===== src/rtl/seven_seg_scan_ctrl_if.sv =====
// Host-side bundle for the seven-segment scan controller: load strobe with
// value/dp going in, segment/anode drive and status coming back.
interface seven_seg_scan_ctrl_if;
  logic        load;
  logic [15:0] value;
  logic [3:0]  dp;
  logic [7:0]  seg;
  logic [3:0]  an;
  logic        frame_tick;
  logic        pending;

  modport master (
    output load, value, dp,
    input  seg, an, frame_tick, pending
  );

  modport slave (
    input  load, value, dp,
    output seg, an, frame_tick, pending
  );
endinterface


===== src/rtl/seven_seg_scan_ctrl.sv =====
// 4-digit common-anode hex scan controller with frame-synchronous value commit.
// Optional feature macro: LEADING_ZERO_BLANK_EN (suppress leading zero digits).
module seven_seg_scan_ctrl #(
  parameter int CLK_DIV = 50000,
  parameter int BLANK   = 16
) (
  input logic                  clk,
  input logic                  rst,
  seven_seg_scan_ctrl_if.slave bus
);
  localparam int               DIV_W     = (CLK_DIV > 1) ? $clog2(CLK_DIV) : 1;
  localparam logic [DIV_W-1:0] DIV_LAST  = DIV_W'(CLK_DIV - 1);
  localparam logic [DIV_W-1:0] BLANK_END = DIV_W'(BLANK);

  typedef enum logic {PH_BLANK, PH_DRIVE} phase_t;

  logic [DIV_W-1:0] div_reg, div_next;
  logic [1:0]       digit_reg, digit_next;
  logic [15:0]      disp_val_reg, disp_val_next;
  logic [15:0]      pend_val_reg, pend_val_next;
  logic [3:0]       disp_dp_reg, disp_dp_next;
  logic [3:0]       pend_dp_reg, pend_dp_next;
  logic             pending_reg, pending_next;
  logic [7:0]       seg_reg, seg_next;
  logic [3:0]       an_reg, an_next;
  logic             frame_tick_reg, frame_tick_next;

  phase_t     phase;
  logic       frame_end;
  logic [6:0] digit_seg [4];
  logic [3:0] digit_lit;

  function automatic logic [6:0] decode7(input logic [3:0] nib);
    logic [6:0] s;
    case (nib)
      4'h0: s = 7'b1000000;
      4'h1: s = 7'b1111001;
      4'h2: s = 7'b0100100;
      4'h3: s = 7'b0110000;
      4'h4: s = 7'b0011001;
      4'h5: s = 7'b0010010;
      4'h6: s = 7'b0000010;
      4'h7: s = 7'b1111000;
      4'h8: s = 7'b0000000;
      4'h9: s = 7'b0010000;
      4'hA: s = 7'b0001000;
      4'hB: s = 7'b0000011;
      4'hC: s = 7'b1000110;
      4'hD: s = 7'b0100001;
      4'hE: s = 7'b0000110;
      default: s = 7'b0001110;
    endcase
    return s;
  endfunction

  // Per-digit segment pattern and whether the digit's anode is enabled in DRIVE.
  generate
    for (genvar gi = 0; gi < 4; gi++) begin : g_digit
      logic [6:0] pattern;
      assign pattern = decode7(disp_val_reg[gi*4 +: 4]);
`ifdef LEADING_ZERO_BLANK_EN
      logic significant;
      if (gi == 0) begin : g_lsd
        assign significant = 1'b1;
      end else begin : g_upper
        assign significant = |disp_val_reg[15:gi*4];
      end
      // A suppressed digit still lights when its decimal point is requested.
      assign digit_lit[gi] = significant | disp_dp_reg[gi];
      assign digit_seg[gi] = significant ? pattern : 7'h7F;
`else
      assign digit_lit[gi] = 1'b1;
      assign digit_seg[gi] = pattern;
`endif
    end
  endgenerate

  assign frame_end = (digit_reg == 2'd3) && (div_reg == DIV_LAST);
  assign phase     = (div_reg < BLANK_END) ? PH_BLANK : PH_DRIVE;

  always_comb begin
    div_next        = div_reg + DIV_W'(1);
    digit_next      = digit_reg;
    disp_val_next   = disp_val_reg;
    disp_dp_next    = disp_dp_reg;
    pend_val_next   = pend_val_reg;
    pend_dp_next    = pend_dp_reg;
    pending_next    = pending_reg;
    frame_tick_next = frame_end;
    seg_next        = 8'hFF;
    an_next         = 4'hF;

    if (div_reg == DIV_LAST) begin
      div_next   = '0;
      digit_next = digit_reg + 2'd1;
    end

    if (frame_end && pending_reg) begin
      disp_val_next = pend_val_reg;
      disp_dp_next  = pend_dp_reg;
      pending_next  = 1'b0;
    end

    // A load coinciding with a commit lands after the old contents were taken.
    if (bus.load) begin
      pend_val_next = bus.value;
      pend_dp_next  = bus.dp;
      pending_next  = 1'b1;
    end

    if (phase == PH_DRIVE && digit_lit[digit_reg]) begin
      an_next  = ~(4'b0001 << digit_reg);
      seg_next = {~disp_dp_reg[digit_reg], digit_seg[digit_reg]};
    end
  end

  always_ff @(posedge clk) begin
    if (rst) begin
      div_reg        <= '0;
      digit_reg      <= 2'd0;
      disp_val_reg   <= 16'h0000;
      disp_dp_reg    <= 4'h0;
      pend_val_reg   <= 16'h0000;
      pend_dp_reg    <= 4'h0;
      pending_reg    <= 1'b0;
      seg_reg        <= 8'hFF;
      an_reg         <= 4'hF;
      frame_tick_reg <= 1'b0;
    end else begin
      div_reg        <= div_next;
      digit_reg      <= digit_next;
      disp_val_reg   <= disp_val_next;
      disp_dp_reg    <= disp_dp_next;
      pend_val_reg   <= pend_val_next;
      pend_dp_reg    <= pend_dp_next;
      pending_reg    <= pending_next;
      seg_reg        <= seg_next;
      an_reg         <= an_next;
      frame_tick_reg <= frame_tick_next;
    end
  end

  assign bus.seg        = seg_reg;
  assign bus.an         = an_reg;
  assign bus.frame_tick = frame_tick_reg;
  assign bus.pending    = pending_reg;
endmodule


===== src/flat_wrapper.sv =====
// flat-port wrapper written by rule: the top's interface ports become plain ports
module seven_seg_scan_ctrl_flat 
#(
  parameter int CLK_DIV = 50000,
  parameter int BLANK   = 16
)
  (clk, rst, bus_load, bus_value, bus_dp, bus_seg, bus_an, bus_frame_tick, bus_pending);
  seven_seg_scan_ctrl_if bus_i ();
  input logic clk;
  input logic rst;
  input wire logic [$bits(bus_i.load)-1:0] bus_load;
  input wire logic [$bits(bus_i.value)-1:0] bus_value;
  input wire logic [$bits(bus_i.dp)-1:0] bus_dp;
  output wire logic [$bits(bus_i.seg)-1:0] bus_seg;
  output wire logic [$bits(bus_i.an)-1:0] bus_an;
  output wire logic [$bits(bus_i.frame_tick)-1:0] bus_frame_tick;
  output wire logic [$bits(bus_i.pending)-1:0] bus_pending;
  assign bus_i.load = bus_load;
  assign bus_i.value = bus_value;
  assign bus_i.dp = bus_dp;
  assign bus_seg = bus_i.seg;
  assign bus_an = bus_i.an;
  assign bus_frame_tick = bus_i.frame_tick;
  assign bus_pending = bus_i.pending;
  seven_seg_scan_ctrl #(.CLK_DIV(CLK_DIV), .BLANK(BLANK)) u_core (.clk(clk), .rst(rst), .bus(bus_i));
endmodule

===== config.mk =====
export PLATFORM = sky130hd
export DESIGN_NAME = seven_seg_scan_ctrl_flat
export DESIGN_NICKNAME = d
export VERILOG_FILES = /design/src/rtl/seven_seg_scan_ctrl_if.sv /design/src/rtl/seven_seg_scan_ctrl.sv /design/src/flat_wrapper.sv
export SDC_FILE = /design/constraint.sdc
export NUM_CORES = 1
export LEC_CHECK = 0
export BUFFER_PORTS_ARGS = -buffer_cell sky130_fd_sc_hd__buf_4
export CORE_UTILIZATION = 50
export CTS_BUF_LIST = sky130_fd_sc_hd__clkbuf_16
export DETAILED_ROUTE_END_ITERATION = 8
export PLACE_DENSITY = 0.77
export SETUP_SLACK_MARGIN = 0.1
export SYNTH_ARGS = -nofsm -noshare
export SYNTH_HDL_FRONTEND = slang
export SYNTH_SLANG_ARGS = --single-unit

===== constraint.sdc =====
create_clock -name clk -period 2.9 [get_ports clk]
set_clock_uncertainty 0.15 [all_clocks]
set_input_delay 0.725 -clock clk [delete_from_list [all_inputs] [get_ports clk]]
set_output_delay 0.725 -clock clk [all_outputs]
set_load 0.01 [all_outputs]

==> results of run 1 <==
==> cells by family after synthesis <==
group | count (synthesis) | share of synthesized area
flip-flops | 100 | 0.4099
adder cells (fa/ha/maj) | 29 | 0.07430
AO/OA/AOI/OAI | 90 | 0.1250
multiplexers | 46 | 0.1158
AND/OR/NAND/NOR | 192 | 0.2029
buffers and inverters | 56 | 0.04689
XOR/XNOR | 14 | 0.02511
==> power breakdown <==
| part | switching, mW | total [mW] | internal (mW) |
|---|---|---|---|
| clock | 0.530 | 1.19 | 0.664 |
| combinational | 0.0556 | 0.108 | 0.0521 |
| sequential | 0.0292 | 1.42 | 1.39 |
==> what timing repair did <==
| item | 4_1_cts | 5_1_grt |
|---|---|---|
| cloned | 0 | 0 |
| setup buffers | 14 | 17 |
| endpoints found under the setup margin | 15 | 28 |
| resized for setup | 5 | 87 |
| pin swaps | 6 | 40 |
==> final timing paths <==
check	from	to	slack (ns)	cells after the start
max	u_core.div_reg[5]	u_core.g_digit[1].pattern[0]	-0.10	10
min	u_core.div_reg[0]	u_core.div_reg[0]	0.28	1
max reg2reg	u_core.div_reg[5]	u_core.g_digit[1].pattern[0]	-0.10	10
min reg2reg	u_core.div_reg[0]	u_core.div_reg[0]	0.28	1
==> per-stage QoR <==
step,setup TNS [ns],instance area [µm²],cells,total power [mW],utilization
floorplan,0,5089,527,1.510,-
global placement,0,5640,697,1.550,0.6019
detailed placement,0,5640,697,1.555,0.6019
CTS,0,6061,726,2.719,0.6467
global route,-1.422,6514,740,2.794,0.6951
finish,-0.2659,6514,740,2.725,0.6951
==> metal layers <==
metal	up-vias	wire length, µm	part of all wire	global-route usage
li1	2011	-	-	-
met2	161	6610	0.50	0.3952
met3	34	632	0.048	0.04369
met1	2136	5596	0.42	0.3146
met5	-	0	0	0
met4	0	345	0.026	0.1014
==> worst register-to-register path, delay by kind of cell, from the launching register on <==
family,cells,cell delay (ns)
simple gates,4,1.31
fa+ha+maj,1,0.17
buf+inv,2,0.38
compound gates,3,0.59
flops,1,0.32
==> cell type report <==
class                           count  area (µm²)
Multi-Input combinational cell    371        3134
Fill cell                         682        2858
Sequential cell                   100        2006
Timing Repair Buffer               97       808.3
Clock buffer                        9       225.2
Tap cell                          129       161.4
Inverter                           28       115.1
Clock inverter                      6       63.81
==> placed cells by master (no fill, tap or decap), drive strengths merged, types with 5 or more instances in the layout <==
cell type  Yosys  routed
a211oi         7       7
a21oi         35      35
a22o           5       5
and3           9       9
buf            8      97
clkbuf        20       9
dfxtp        100     100
ha            29      29
inv           28      29
mux2i         34      34
mux4           8       8
nand2         47      47
nand2b         8       8
nand3         18      18
nand3b         5       5
nand4          6       6
nor2          51      51
nor2b          7       7
nor3           6       6
nor3b         10      10
o21ai         11      11
o22ai          9       9
or3           11      11
xnor2          8       8
xor2           6       6
==> results.sh, run 1 <==
export IMPL_synth_fp_nets=579
export IMPL_rsz0062_at_grt="yes"
export IMPL_clk_latency_ns=0.35
export IMPL_ant_nets=0
export IMPL_cts_hold_fix_buffers=0
export IMPL_row_count=35
export IMPL_synth_top_area_cell="dfxtp_1"
export IMPL_tightest_slew_ns=0.6760
export IMPL_yosys_top_cells_area="dfxtp_1 41%, ha_1 7.4%, mux2i_1 7.0%"
export IMPL_routed_wl_um=13190
export IMPL_synth_area_um2=4883
export IMPL_synth_top_area_frac=0.4099
export IMPL_grt_antenna_before_repair=0
export IMPL_drive_above_1_share=0.3502
export IMPL_htreeDepth=3
export IMPL_hold_viol_final=0
export IMPL_max_freq_ghz=0.3333
export IMPL_slew_violations=0
export IMPL_synth_edf_count=0
export IMPL_pre_cts_slack_ns=0.03279
export IMPL_port_buffers=36
export IMPL_drt_iter0_markers=282
export IMPL_core_um2=9371
export IMPL_synth_cell_types=58
export IMPL_vias=4342
export IMPL_vias_per_cell=5.868
export IMPL_crit_type="reg -> reg"
export IMPL_fin_crit_ns=3.000
export IMPL_synthTopCellsByCount="100 x dfxtp_1, 50 x nor2_1, 47 x nand2_1"
export IMPL_worstHoldPathType="reg -> reg"
export IMPL_gp_congestion=0.9636
export IMPL_max_cap_violations=0
export IMPL_run_status="complete, but fails checks"
export IMPL_drc=0
export IMPL_overflow=0
export IMPL_cts_buffers=9
export IMPL_cp_top_family="simple AND/OR/NAND/NOR gates"
export IMPL_setup_ws_ns=-0.1004
export IMPL_syn2layout_area_growth_pct=33.38
export IMPL_dr_pass1_iters=5
export IMPL_cts_tree="built"
export IMPL_violations="setup timing"
export IMPL_max_slew_margin=0.5493
export IMPL_initial_core_util=0.5211
export IMPL_synthCells=527
export IMPL_cp_cell_sequence="or4_4, or4_4, nor2_4, buf_12, nand2_1, a21oi_2, buf_4, ha_4, o22ai_2, a31oi_1"
export IMPL_arrival_ns=3.11
export IMPL_die_area_um2=10170
export IMPL_track_usage=0.2418
export IMPL_final_nets=659
export IMPL_yosysMostFrequentCell="dfxtp_1"
export IMPL_ys_seq_area_frac=0.4099
export IMPL_post_dp_hpwl_um=8138
export IMPL_grt_pass1_vias=3913
export IMPL_diodes=0
export IMPL_root_buffer="clkbuf_16"
export IMPL_avgRoutedWirePerCell_um=17.82
export IMPL_startpoint_type="register"
export IMPL_slowest_delay_ns=0.53
export IMPL_grt_max_degree=54
export IMPL_powerDensity_nw_per_um2=418.3
export IMPL_synth_seq_cells=100
export IMPL_die_h_um=100.8
export IMPL_min_period_over_period=1.035
export IMPL_path_common_cell="or4_4"
export IMPL_ys_async_sr_fraction=0
export IMPL_synthFlopType="dfxtp_1"
export IMPL_die_x_um=100.8
export IMPL_clk_pin_slew_worst_paths_ns=0.07
export IMPL_cp_max_fo=6
export IMPL_end_kind="register"
export IMPL_setup_violations=8
export IMPL_power_leakage_nw=2.560
export IMPL_cts_max_path_buffers=2
export IMPL_crit_path_top_delay_cell="or4_4"
export IMPL_vdd_drop_max_v=0.0002717
export IMPL_holdWs_ns=0.2753
export IMPL_yosysWarnings=0
export IMPL_cts_num_sinks=100
export IMPL_path_buf_inv=2
export IMPL_largest_reg_flops=28
export IMPL_grt_first_pass_wirelength_um=19080
export IMPL_required_ns=3.01
export IMPL_pin_count=37
export IMPL_synth_avg_cell_area_um2=9.266
Power figures use the tool's default switching activity.
==> run 2: changes to the inputs <==
Settings changed: PLACE_DENSITY 0.77 to 0.71.
==> results.sh, run 2 (synthesized netlist as in run 1, its figures left out) <==
export IMPL_p_comb_frac=0.038
export IMPL_htreeDepth=3
export IMPL_drc=0
export IMPL_clk_pin_slew_worst_paths_ns=0.07
export IMPL_arrival_ns=2.98
export IMPL_fin_crit_ns=2.843
export IMPL_max_freq_ghz=0.3517
export IMPL_die_area_um2=10170
export IMPL_tightest_slew_ns=0.5638
export IMPL_vias_per_cell=5.703
export IMPL_grt_antenna_before_repair=0
export IMPL_crit_type="reg -> reg"
export IMPL_intPower_mw=2.191
export IMPL_cts_tree="built"
export IMPL_vdd_drop_max_v=0.0003758
export IMPL_ant_nets=0
export IMPL_clk_latency_ns=0.35
export IMPL_slowest_delay_ns=0.54
export IMPL_gp_congestion=0.9570
export IMPL_finalInstanceArea_um2=6340
export IMPL_post_route_util=0.6765
export IMPL_port_buffers=36
export IMPL_holdWs_ns=0.2781
export IMPL_path_common_cell="or4_4"
export IMPL_avgRoutedWirePerCell_um=16.86
export IMPL_startpoint="u_core.div_reg[11]"
export IMPL_grt_pass1_vias=4068
export IMPL_p_sw_frac=0.2161
export IMPL_syn2layout_area_growth_pct=29.82
export IMPL_diodes=0
export IMPL_max_slew_margin=0.6242
export IMPL_crit_path_top_delay_cell="or4_4"
export IMPL_cp_max_fo=4
export IMPL_startpoint_type="register"
export IMPL_row_count=35
export IMPL_p_seq_frac=0.509
export IMPL_final_nets=650
export IMPL_worstHoldPathType="reg -> reg"
export IMPL_setup_violations=0
export IMPL_grt_max_degree=33
export IMPL_hold_end="u_core.div_reg[0]"
export IMPL_max_cap_violations=0
export IMPL_r2r_start="u_core.div_reg[11]"
export IMPL_power_leakage_nw=2.463
export IMPL_die_x_um=100.8
export IMPL_r2r_slack_ns=0.06
export IMPL_setup_ws_ns=0.05680
export IMPL_min_from="u_core.div_reg[0]"
export IMPL_hold_viol_final=0
export IMPL_cts_max_path_buffers=2
export IMPL_final_cell_mix="98 x dfxtp_1, 73 x buf_4, 50 x nor2_1"
export IMPL_end_kind="register"
export IMPL_final_common_cell="dfxtp_1"
export IMPL_cts_buffers=9
export IMPL_grt_first_pass_wirelength_um=20010
export IMPL_cp_top_family="simple AND/OR/NAND/NOR gates"
export IMPL_die_h_um=100.8
export IMPL_run_status="finished, final reports clean"
export IMPL_slew_violations=0
export IMPL_track_usage=0.2545
export IMPL_holdPathStages=1
export IMPL_drt_iter0_markers=214
export IMPL_min_period_over_period=0.9804
export IMPL_cp_cell_sequence="or4_4, or4_4, nor2_4, buf_12, nand2_4, a21oi_4, ha_4, inv_2, a211oi_2, a211o_1, a32o_2"
export IMPL_r2r_cells=11
export IMPL_p_switching_mw=0.6039
export IMPL_pre_cts_slack_ns=0.006332
export IMPL_routed_wl_um=12320
export IMPL_postPlaceCellArea_um2=5670
export IMPL_required_ns=3.04
export IMPL_path_buf_inv=2
export IMPL_clkPwrFrac=0.453
export IMPL_initial_core_util=0.5211
export IMPL_vias=4169
export IMPL_root_buffer="clkbuf_16"
export IMPL_largest_reg_flops=28
export IMPL_pin_count=37
export IMPL_rsz0062_at_grt="yes"
export IMPL_core_um2=9371
export IMPL_dr_pass1_iters=4
export IMPL_drive_above_1_share=0.3123
export IMPL_total_power_mw=2.795
export IMPL_overflow=0
export IMPL_cts_num_sinks=100
export IMPL_post_dp_hpwl_um=8531
export IMPL_powerDensity_nw_per_um2=440.9
export IMPL_r2r_end="u_core.g_digit[2].pattern[6]"
## run 2: per-stage QoR
step,setup TNS [ns],instances
after floorplan,0,527
after global placement,0,696
after detailed placement,0,696
after CTS,0,723
after global routing,-0.09762,731
final,0,731
## run 2: power by group through the flow
stage	sequential, mW	combinational [mW]	clock (mW)
floorplan	1.44	0.0679	0
global placement	1.45	0.103	0
detailed placement	1.45	0.106	0
CTS	1.42	0.107	1.28
global route	1.42	0.119	1.34
finish	1.42	0.107	1.27
## run 2: layer usage
metal,wire length [µm],part of all wire,global-route usage
met2,6176,0.50,0.4331
met4,201,0.016,0.08027
met1,5312,0.43,0.3209
met5,0,0,0
met3,633,0.051,0.05687
## run 2: worst max path at each step
stage                     cells after the start                      endpoint
after floorplan                              12  u_core.g_digit[0].pattern[1]
after global placement                       10  u_core.g_digit[0].pattern[4]
after detailed placement                     11  u_core.g_digit[2].pattern[6]
after CTS                                    11  u_core.g_digit[3].pattern[1]
after global routing                         11  u_core.g_digit[2].pattern[6]
final                                        11  u_core.g_digit[2].pattern[6]
## run 2: final cells by class
type | instances | area, µm²
well taps | 129 | 161.4
fillers | 760 | 3032
multi-input cells | 371 | 3005
repair buffers | 88 | 755.7
clock buffers | 9 | 225.2
clock inverters | 6 | 80.08
flip-flops and latches | 100 | 2004
inverters | 28 | 107.6
## run 2: repair_timing
action                     CTS  global route
gates cloned                 0             0
setup endpoints to repair   20            27
pin swaps                    5            13
buffers inserted            12             8
hold buffers                 0             0
resized for setup           19            35
